<file path="src/rtl/key_matrix_scan.sv">
// ---------------------------------------------------------------------------
// key_matrix_scan
//
// Purpose:
//   ROWS x COLS matrix keypad scanner for the clock front panel. Row lines are
//   synchronised, a press is debounced with all columns driven low, then the
//   columns are scanned one at a time to locate the key. A single hit produces
//   a one-cycle key event with a linear code. Zero or multiple hits produce a
//   one-cycle multi-key pulse. Release is debounced before a new press is
//   accepted.
//
// Optional feature (compile-time macro KEY_MATRIX_REPEAT_EN):
//   When defined, a held key re-issues Key_flag together with Key_repeat after
//   REPEAT_DELAY cycles and then every REPEAT_PERIOD cycles. When undefined,
//   Key_repeat is tied low and no hold counter exists.
//
// Ports:
//   Clk              in   system clock
//   Rst_n            in   asynchronous active-low reset
//   Key_Board_Row_i  in   [ROWS-1:0] row lines, pulled up, low = key closed
//   Key_Board_Col_o  out  [COLS-1:0] column drive, low = column selected
//   Key_flag         out  one-cycle pulse, new valid key event
//   Key_Value        out  [CODE_W-1:0] code of last valid key (row*COLS+col)
//   Key_multi        out  one-cycle pulse, scan found 0 or >1 keys
//   Key_held         out  high from a valid event until release is filtered
//   Key_release      out  one-cycle pulse when a held key's release completes
//   Key_repeat       out  high together with Key_flag on an auto-repeat event
//
// Output protocol: Key_flag, Key_multi, Key_release and Key_repeat are
// registered single-cycle strobes with no back-pressure; the consumer must
// sample them every cycle. Key_Value is valid whenever Key_flag is high and
// stays stable until the next valid event.
//
// The FSM register is named `state` so checkers can bind to it directly.
// ---------------------------------------------------------------------------
module key_matrix_scan #(
    parameter int ROWS            = 4,
    parameter int COLS            = 4,
    parameter int CODE_W          = 4,
    parameter int DEBOUNCE_CYCLES = 1000000,
    parameter int SETTLE_CYCLES   = 4,
    parameter int REPEAT_DELAY    = 25000000,
    parameter int REPEAT_PERIOD   = 5000000
) (
    input  logic              Clk,
    input  logic              Rst_n,
    input  logic [ROWS-1:0]   Key_Board_Row_i,
    output logic [COLS-1:0]   Key_Board_Col_o,
    output logic              Key_flag,
    output logic [CODE_W-1:0] Key_Value,
    output logic              Key_multi,
    output logic              Key_held,
    output logic              Key_release,
    output logic              Key_repeat
);

    // One counter width serves debounce and repeat timing so neither can wrap.
    localparam int CNT_MAX_A = (DEBOUNCE_CYCLES > REPEAT_DELAY) ? DEBOUNCE_CYCLES : REPEAT_DELAY;
    localparam int CNT_MAX   = (CNT_MAX_A > REPEAT_PERIOD) ? CNT_MAX_A : REPEAT_PERIOD;
    localparam int CNT_W     = $clog2(CNT_MAX + 1);

    // A column change reaches rows_s two cycles later through the
    // synchroniser, so the wait per column is never shorter than that.
    localparam int SETTLE_EFF = (SETTLE_CYCLES < 2) ? 2 : SETTLE_CYCLES;
    localparam int ST_W       = $clog2(SETTLE_EFF + 1);
    localparam int COL_W      = (COLS > 1) ? $clog2(COLS) : 1;
    localparam int ROW_W      = (ROWS > 1) ? $clog2(ROWS) : 1;

    localparam logic [CNT_W-1:0] DEB_LAST    = CNT_W'(DEBOUNCE_CYCLES - 1);
    localparam logic [ST_W-1:0]  SETTLE_LAST = ST_W'(SETTLE_EFF);
    localparam logic [COL_W-1:0] COL_LAST    = COL_W'(COLS - 1);

    localparam logic [2:0] S_IDLE    = 3'd0;
    localparam logic [2:0] S_PRESS   = 3'd1;
    localparam logic [2:0] S_SCAN    = 3'd2;
    localparam logic [2:0] S_RESULT  = 3'd3;
    localparam logic [2:0] S_WAIT    = 3'd4;
    localparam logic [2:0] S_RELEASE = 3'd5;

    logic [2:0]        state;
    logic [ROWS-1:0]   sync1;
    logic [ROWS-1:0]   rows_s;
    logic [CNT_W-1:0]  cnt;
    logic [ST_W-1:0]   settle;
    logic [COL_W-1:0]  col_idx;
    logic [COLS-1:0]   col_q;
    logic [1:0]        hit_cnt;      // saturates at 2: only "exactly one" matters
    logic [ROW_W-1:0]  first_row;
    logic [COL_W-1:0]  first_col;
    logic              key_flag_q;
    logic              key_multi_q;
    logic              key_held_q;
    logic              key_release_q;
    logic [CODE_W-1:0] key_value_q;

    logic              rows_all_high;
    logic [1:0]        col_hits;
    logic [ROW_W-1:0]  col_first_row;
    logic [2:0]        hit_sum;
    logic [1:0]        hit_next;
    logic [CODE_W-1:0] code_next;

    assign rows_all_high = &rows_s;

    // Hits in the currently selected column; descending loop leaves the
    // lowest-numbered low row in col_first_row.
    always_comb begin
        col_hits      = 2'd0;
        col_first_row = '0;
        for (int r = ROWS - 1; r >= 0; r--) begin
            if (!rows_s[r]) begin
                col_first_row = ROW_W'(r);
                if (col_hits != 2'd2) begin
                    col_hits = col_hits + 2'd1;
                end
            end
        end
    end

    always_comb begin
        hit_sum   = {1'b0, hit_cnt} + {1'b0, col_hits};
        hit_next  = (hit_sum > 3'd1) ? 2'd2 : hit_sum[1:0];
        code_next = CODE_W'(int'(first_row) * COLS + int'(first_col));
    end

`ifdef KEY_MATRIX_REPEAT_EN
    localparam logic [CNT_W-1:0] DELAY_LAST  = CNT_W'(REPEAT_DELAY - 1);
    localparam logic [CNT_W-1:0] PERIOD_LAST = CNT_W'(REPEAT_PERIOD - 1);

    logic [CNT_W-1:0] hold_cnt;
    logic             rep_phase;     // 0: waiting for first repeat, 1: periodic
    logic             key_repeat_q;
`endif

    always_ff @(posedge Clk or negedge Rst_n) begin
        if (!Rst_n) begin
            state         <= S_IDLE;
            sync1         <= '1;
            rows_s        <= '1;
            cnt           <= '0;
            settle        <= '0;
            col_idx       <= '0;
            col_q         <= '0;
            hit_cnt       <= 2'd0;
            first_row     <= '0;
            first_col     <= '0;
            key_flag_q    <= 1'b0;
            key_multi_q   <= 1'b0;
            key_held_q    <= 1'b0;
            key_release_q <= 1'b0;
            key_value_q   <= '0;
`ifdef KEY_MATRIX_REPEAT_EN
            hold_cnt      <= '0;
            rep_phase     <= 1'b0;
            key_repeat_q  <= 1'b0;
`endif
        end else begin
            sync1         <= Key_Board_Row_i;
            rows_s        <= sync1;
            key_flag_q    <= 1'b0;
            key_multi_q   <= 1'b0;
            key_release_q <= 1'b0;
`ifdef KEY_MATRIX_REPEAT_EN
            key_repeat_q  <= 1'b0;
`endif
            case (state)
                S_IDLE: begin
                    col_q <= '0;
                    if (!rows_all_high) begin
                        state <= S_PRESS;
                        cnt   <= '0;
                    end
                end

                S_PRESS: begin
                    if (rows_all_high) begin
                        state <= S_IDLE;
                    end else if (cnt == DEB_LAST) begin
                        state     <= S_SCAN;
                        col_idx   <= '0;
                        settle    <= '0;
                        hit_cnt   <= 2'd0;
                        first_row <= '0;
                        first_col <= '0;
                        col_q     <= ~COLS'(1);
                    end else begin
                        cnt <= cnt + 1'b1;
                    end
                end

                S_SCAN: begin
                    if (settle == SETTLE_LAST) begin
                        settle  <= '0;
                        hit_cnt <= hit_next;
                        if (hit_cnt == 2'd0 && col_hits != 2'd0) begin
                            first_row <= col_first_row;
                            first_col <= col_idx;
                        end
                        if (col_idx == COL_LAST) begin
                            state <= S_RESULT;
                            col_q <= '0;
                        end else begin
                            col_idx <= col_idx + 1'b1;
                            col_q   <= ~(COLS'(1) << (col_idx + 1'b1));
                        end
                    end else begin
                        settle <= settle + 1'b1;
                    end
                end

                S_RESULT: begin
                    if (hit_cnt == 2'd1) begin
                        key_flag_q  <= 1'b1;
                        key_value_q <= code_next;
                        key_held_q  <= 1'b1;
                    end else begin
                        key_multi_q <= 1'b1;
                    end
                    state <= S_WAIT;
`ifdef KEY_MATRIX_REPEAT_EN
                    hold_cnt  <= '0;
                    rep_phase <= 1'b0;
`endif
                end

                S_WAIT: begin
                    if (rows_all_high) begin
                        state <= S_RELEASE;
                        cnt   <= '0;
`ifdef KEY_MATRIX_REPEAT_EN
                        hold_cnt  <= '0;
                        rep_phase <= 1'b0;
                    end else if (key_held_q) begin
                        if ((!rep_phase && hold_cnt == DELAY_LAST) ||
                            (rep_phase && hold_cnt == PERIOD_LAST)) begin
                            key_flag_q   <= 1'b1;
                            key_repeat_q <= 1'b1;
                            hold_cnt     <= '0;
                            rep_phase    <= 1'b1;
                        end else begin
                            hold_cnt <= hold_cnt + 1'b1;
                        end
`endif
                    end
                end

                S_RELEASE: begin
                    if (!rows_all_high) begin
                        cnt <= '0;
`ifdef KEY_MATRIX_REPEAT_EN
                        // Key came back: resume holding, repeat delay restarts.
                        state     <= S_WAIT;
                        hold_cnt  <= '0;
                        rep_phase <= 1'b0;
`endif
                    end else if (cnt == DEB_LAST) begin
                        state <= S_IDLE;
                        if (key_held_q) begin
                            key_release_q <= 1'b1;
                            key_held_q    <= 1'b0;
                        end
                    end else begin
                        cnt <= cnt + 1'b1;
                    end
                end

                default: begin
                    state <= S_IDLE;
                    col_q <= '0;
                end
            endcase
        end
    end

    assign Key_Board_Col_o = col_q;
    assign Key_flag        = key_flag_q;
    assign Key_Value       = key_value_q;
    assign Key_multi       = key_multi_q;
    assign Key_held        = key_held_q;
    assign Key_release     = key_release_q;
`ifdef KEY_MATRIX_REPEAT_EN
    assign Key_repeat      = key_repeat_q;
`else
    assign Key_repeat      = 1'b0;
`endif

endmodule

</file>
<file path="config.mk">
export PLATFORM = sky130hd
export DESIGN_NAME = key_matrix_scan
export DESIGN_NICKNAME = d
export VERILOG_FILES = /design/src/rtl/key_matrix_scan.sv
export SDC_FILE = /design/constraint.sdc
export NUM_CORES = 1
export LEC_CHECK = 0
export BUFFER_PORTS_ARGS = -buffer_cell sky130_fd_sc_hd__buf_2
export CAP_MARGIN = 20
export CORE_AREA = 2 2 78 80
export DETAILED_ROUTE_END_ITERATION = 8
export DIE_AREA = 0 0 80 82
export GPL_TIMING_DRIVEN = 1
export PLACE_DENSITY = 0.8
export SYNTH_ARGS = -nofsm -noshare
export SYNTH_HDL_FRONTEND = slang
export SYNTH_SLANG_ARGS = --single-unit
</file>
<file path="constraint.sdc">
create_clock -name Clk -period 6.9 [get_ports Clk]
set_input_delay 1.035 -clock Clk [delete_from_list [all_inputs] [get_ports Clk]]
set_output_delay 1.035 -clock Clk [all_outputs]
set_load 0.01 [all_outputs]
</file>
* Word level (Yosys, flattened, before mapping)
Cells that the tools add are included.
W data, S select, Z words.
** Cells by class
- Bitwise gates (word level) :: 2
- Eq/ne operators :: 24
- Reductions and logical operators :: 18
- $lt $le $gt $ge :: 1
- $add $sub $neg :: 8
- Multiplexer cells :: 60
- Shifts and indexed selects :: 1
** Operators by type and width (number)
- $mux W25 :: 5
- $pmux W25 S4 :: 1
- $mux W2 :: 20
- $mux W3 :: 10
- $ne A2 B2 Y1 const B :: 14
- $add A25 B1 Y25 const B :: 1
- $eq A25 B20 Y1 const B :: 1
- $reduce_and A4 Y1 :: 5
- $pmux W3 S6 :: 1
- $mux W4 :: 4
- $pmux W2 S2 :: 4
- $mux W1 :: 12
- $pmux W4 S3 :: 1
- $reduce_and A5 Y1 :: 2
- $eq A3 B3 Y1 const B :: 3
- $add A2 B1 Y2 const B :: 4
- $reduce_and A7 Y1 :: 1
- $eq A3 B2 Y1 const B :: 2
- $pmux W3 S2 :: 1
- $reduce_bool A2 Y1 :: 3
- $add A4 B2 Y4 :: 1
- $not A4 Y4 :: 1
- $reduce_bool A4 Y1 :: 1
- $shl A1 B2 Y4 const A :: 1
- other kinds (15) :: 15
** Storage, ports and cells
- Bits of input ports :: 6
- Output and inout bits :: 13
- Logic and storage cells :: 129
- Bits in registers :: 59

* Depth between registers and ports, before layout
- Depth after elaboration :: 15
- Gate-level depth with buffers :: 13
- Depth with buffers taken out :: 13

* Least setup slack after synthesis
No wires, ideal clock.
- Kind :: reg-to-reg
- From :: register rows_s[2]
- To :: register first_row[0]
- Stages on the path, launching flop included :: 10
- Path buffers :: 0
- Arrival :: 2210 ps
- Data required time :: 6775 ps
- Setup slack :: 4565 ps
- Clock period less this slack :: 2335 ps
- Library setup time :: 125 ps
- Cell sequence :: dfstp_2 > inv_1 > ha_1 > mux2i_1 > ha_1 > nor2_1 > a31o_2 > a2111oi_4 > a31oi_4 > mux2_4
** Between the ends
- Word-level cells in the longest chain between the ends :: 11
- Elaborated cells on any way between the ends :: 21
- Classes of those cells :: add/sub: 2; eq/ne: 4; mux: 11; reduce/logical: 4
** Ends and longest elaborated chain
- start, declared :: RTL line 82 : logic [ROWS-1:0] rows_s;
- start signal, assigned :: RTL line 159 : rows_s <= sync1;
- $mux W2 :: RTL line 111 : if (!rows_s[r]) begin
- $add A2 B1 Y2 / $ne A2 B2 Y1 (equally long branches) :: RTL line 114, 113
- $mux W2 :: RTL line 113 : if (col_hits != 2'd2) begin
- $mux W2 :: RTL line 111
- $add A2 B1 Y2 / $ne A2 B2 Y1 (equally long branches) :: RTL line 114, 113
- $mux W2 :: RTL line 113
- $mux W2 :: RTL line 111
- $reduce_bool A2 Y1 :: RTL line 195 : if (hit_cnt == 2'd0 && col_hits != 2'd0) begin
- $logic_and A1 B1 Y1 :: RTL line 195
- $ne A2 B2 Y1 (no source line)
- $reduce_and A5 Y1 (no source line)
- end signal, assigned :: RTL line 196 : first_row <= col_first_row;
- end, declared :: RTL line 88 : logic [ROW_W-1:0] first_row;
Parallel ways exist; a longest one is shown, timed or not. The select of a mux whose other input is x is not followed.
A chain may end at the register's enable or synchronous reset.

* Final worst setup path
- From :: register rows_s[2]
- To :: register first_row[1]
Same word-level chain as after synthesis.

==> impl_metrics.yaml <==
outcome:
  status: "complete, no violations"
timing:
  hold_viol_final: 0
  maxSlewViolCount: 0
  layout_min_cycle_time_ns: 2.608
  max_slew_margin_pct: 47.01
  finalCritPeriodShare_pct: 37.79
  fin_worst_skew_ns: 0.01467
  setup_viol: 0
  tightest_slew_ns: 0.7933
  rsz0062_at_grt: "false"
  timing.fmax_ghz: 0.3835
  tns_ns: 0
floorplanning:
  io-pin-count: 19
  num_rows: 28
  core-area_um2: 5746
  die_w_um: 80
  start_util_pct: 58.17
  die_area_um2: 6560
  die_h_um: 82
route:
  drt_first_pass_iters: 4
  drtIter0Drc: 297
  finalWirelength_mm: 6.998
  drc: 0
  wire_per_inst_um: 16.47
  final_antenna_net_count: 0
  wl_met3_um: 366
  met2_length_mm: 3.322
  num_vias: 2601
  top_layer: "met4"
  via_per_inst: 6.120
  wl_met1_mm: 3.127
critical_path:
  crit_path_max_fanout: 4
  required_ns: 7.14
  r2r_start: "rows_s[2]"
  r2r_setup_slack_ns: 4.29
  rr_endpoint: "first_row[1]"
  ff2ff_path_depth: 9
  critPathLaunch: "rows_s[2]"
  endpoint_kind: "flop"
  start_kind: "flop"
  cp_data_arrival_time_ns: 2.85
  critPathKind: "reg -> reg"
cts:
  post_cts_buffers: 0
  cts.sinks: 59
  cts_root_buf: "clkbuf_8"
  cts_resized: 0
  clk-insertion-delay-late_ns: 0.36
  holdBufCountCts: 0
  clockBufferDepth: 2
  ctsHtreeMaxLevel: 3
  cts_buffers: 9
  cts.clk_slew.worst_paths_ns: 0.07
  cts_tree: "built"
synth:
  yosys_warnings: 0
  ys_seq_area_share_pct: 44.48
  synth_edf_count: 0
  yosysTopAreaCellShare_pct: 38.19
  synthMostInstantiatedCell: "dfrtp_1"
  synth_fp_nets: 346
  avgSynthCellArea_um2: 10.22
  ys.flop_type: "dfrtp_1"
  yosysUniqueCellTypes: 64
  postSynth.asyncResetShare_pct: 100.0
  synth_top_cell_by_area: "dfrtp_1"
  synthesis.area_um2: 3342
  synthTopCellsByCount: "dfrtp_1, nand2_1, nor2_1"
  synth_area_leaders: "dfrtp_1, dfstp_2, ha_1"
  synth_seq_cells: 59
  syn_inst: 327
placed_design:
  dp_hpwl_mm: 4.803
  placedCellCount: 408
  gp_congestion: 0.8207
  io_buffers: 17
global_routing:
  grt_pass1_wl_mm: 11.50
  antenna_found_initial: 0
  first_global_vias: 2447
  grt.overflow.total: 0
  grt_usage_pct: 23.38
  grt_max_degree: 60
hold_path:
  holdCritPathClass: "reg -> reg"
  min_to: "rows_s[1]"
  hp-start: "sync1[1]"
  min_path_cells: 0
layout:
  layout.nets: 364
  fin_cells: 425
  drive_above_1_share_pct: 20.29
  diodes: 0
  syn_to_final_growth_pct: 9.360
power:
  power_density_nw_per_um2: 217.6
  leakage_uw: 0.001600
  ir_drop_mv: 0.1574
job:
  max_cap_viol_count: 0
==> area by class of cell <==
class,instances,area [µm²]
sequential,59,1486
multi-input combinational,237,1698
clock inverter,6,63.81
inverter,18,67.56
timing repair buffer,20,107.6
tap,75,93.84
clock buffer,10,137.6
fill,475,2091
==> registers in the layout (all words and copies together) (netlist names) <==
name	count
col_idx	2
state	3
rows_s	4
first_row	2
hit_cnt	2
Key_held	1
sync1	4
Key_flag	1
Key_Value	4
cnt	25
Key_release	1
Key_Board_Col_o	4
Key_multi	1
settle	3
first_col	2
==> power by group <==
group | leakage [µW] | internal (µW) | total, µW | switching [µW]
Clock | 0.0000987 | 176 | 320 | 144
Sequential | 0.000783 | 369 | 393 | 24.7
Combinational | 0.000719 | 32.3 | 81.5 | 49.2
Total | 0.00160 | 577 | 795 | 218
==> through the flow <==
step / hold WS [ns] / worst slack [ns] / util [%] / power, µW / instance area [µm²]
after floorplan: 0.3452 / 4.565 / - / 455.4 / 3342
after global placement: 0.3536 / 4.387 / 59.97 / 475.8 / 3446
after detailed placement: 0.3554 / 4.268 / 59.97 / 480.6 / 3446
after CTS: 0.3607 / 4.267 / 63.48 / 801.9 / 3647
after global routing: 0.3684 / 4.091 / 63.61 / 834.1 / 3655
final: 0.3603 / 4.292 / 63.61 / 795.3 / 3655
==> worst max path at each step <==
stage               cells past startpoint            to  slack (ns)
global route                            6       cnt[20]        4.09
global placement                        6        cnt[5]        4.39
finish                                  9  first_row[1]        4.29
detailed placement                      9  first_row[1]        4.27
floorplan                               9  first_row[0]        4.56
CTS                                     9  first_row[1]        4.27
==> cell usage in the layout (no fill, tap or decap), types with 4 or more instances in the layout <==
cell type  synthesis  layout
inv_1             18      18
dfstp_2            8       8
nand2_1           23      23
nand4_1            7       7
and3_1             7       7
o31ai_1            4       4
nand3_1           15      15
clkbuf_8           0      10
a31oi_1            7       7
o211ai_1           8       8
dfrtp_1           51      51
ha_1              12      12
nor2_1            21      21
buf_2              0      17
a21oi_1           15      15
or3_1              6       6
mux2i_1            4       4
xor2_1             8       8
mux2_2             5       5
nor3_1             5       5
o21ai_0           20      20
nor2b_1            4       4
and2_1             4       4
o22ai_1            4       4
and4_1             4       4
==> worst max-delay path, stage by stage (launching register included) <==
cell       delay, ns
dfstp_2         0.56
inv_1           0.05
ha_1            0.29
mux2i_1         0.23
ha_1            0.20
nor2_1          0.05
a21o_1          0.20
a2111oi_4       0.49
a31oi_4         0.09
mux2_4          0.34
==> layer usage <==
layer | track usage [%] | up-vias
met5 | 0 | -
met4 | 12.37 | 0
met3 | 6.264 | 20
met2 | 37.17 | 69
met1 | 29.27 | 1270
li1 | - | 1242
==> cells by family (layout without fill, tap and decap cells) <==
kind of cell | Yosys count | count (layout) | share of synthesized area (%)
simple gates | 119 | 119 | 21.23
compound gates | 83 | 83 | 17.97
flops | 59 | 59 | 44.48
buf+inv | 31 | 54 | 4.717
fa+ha+maj | 13 | 13 | 5.092
mux | 11 | 11 | 3.781
xor+xnor | 10 | 10 | 2.621
other cells | 1 | 1 | 0.1122
No activity file was read; power rests on OpenSTA's default activity.
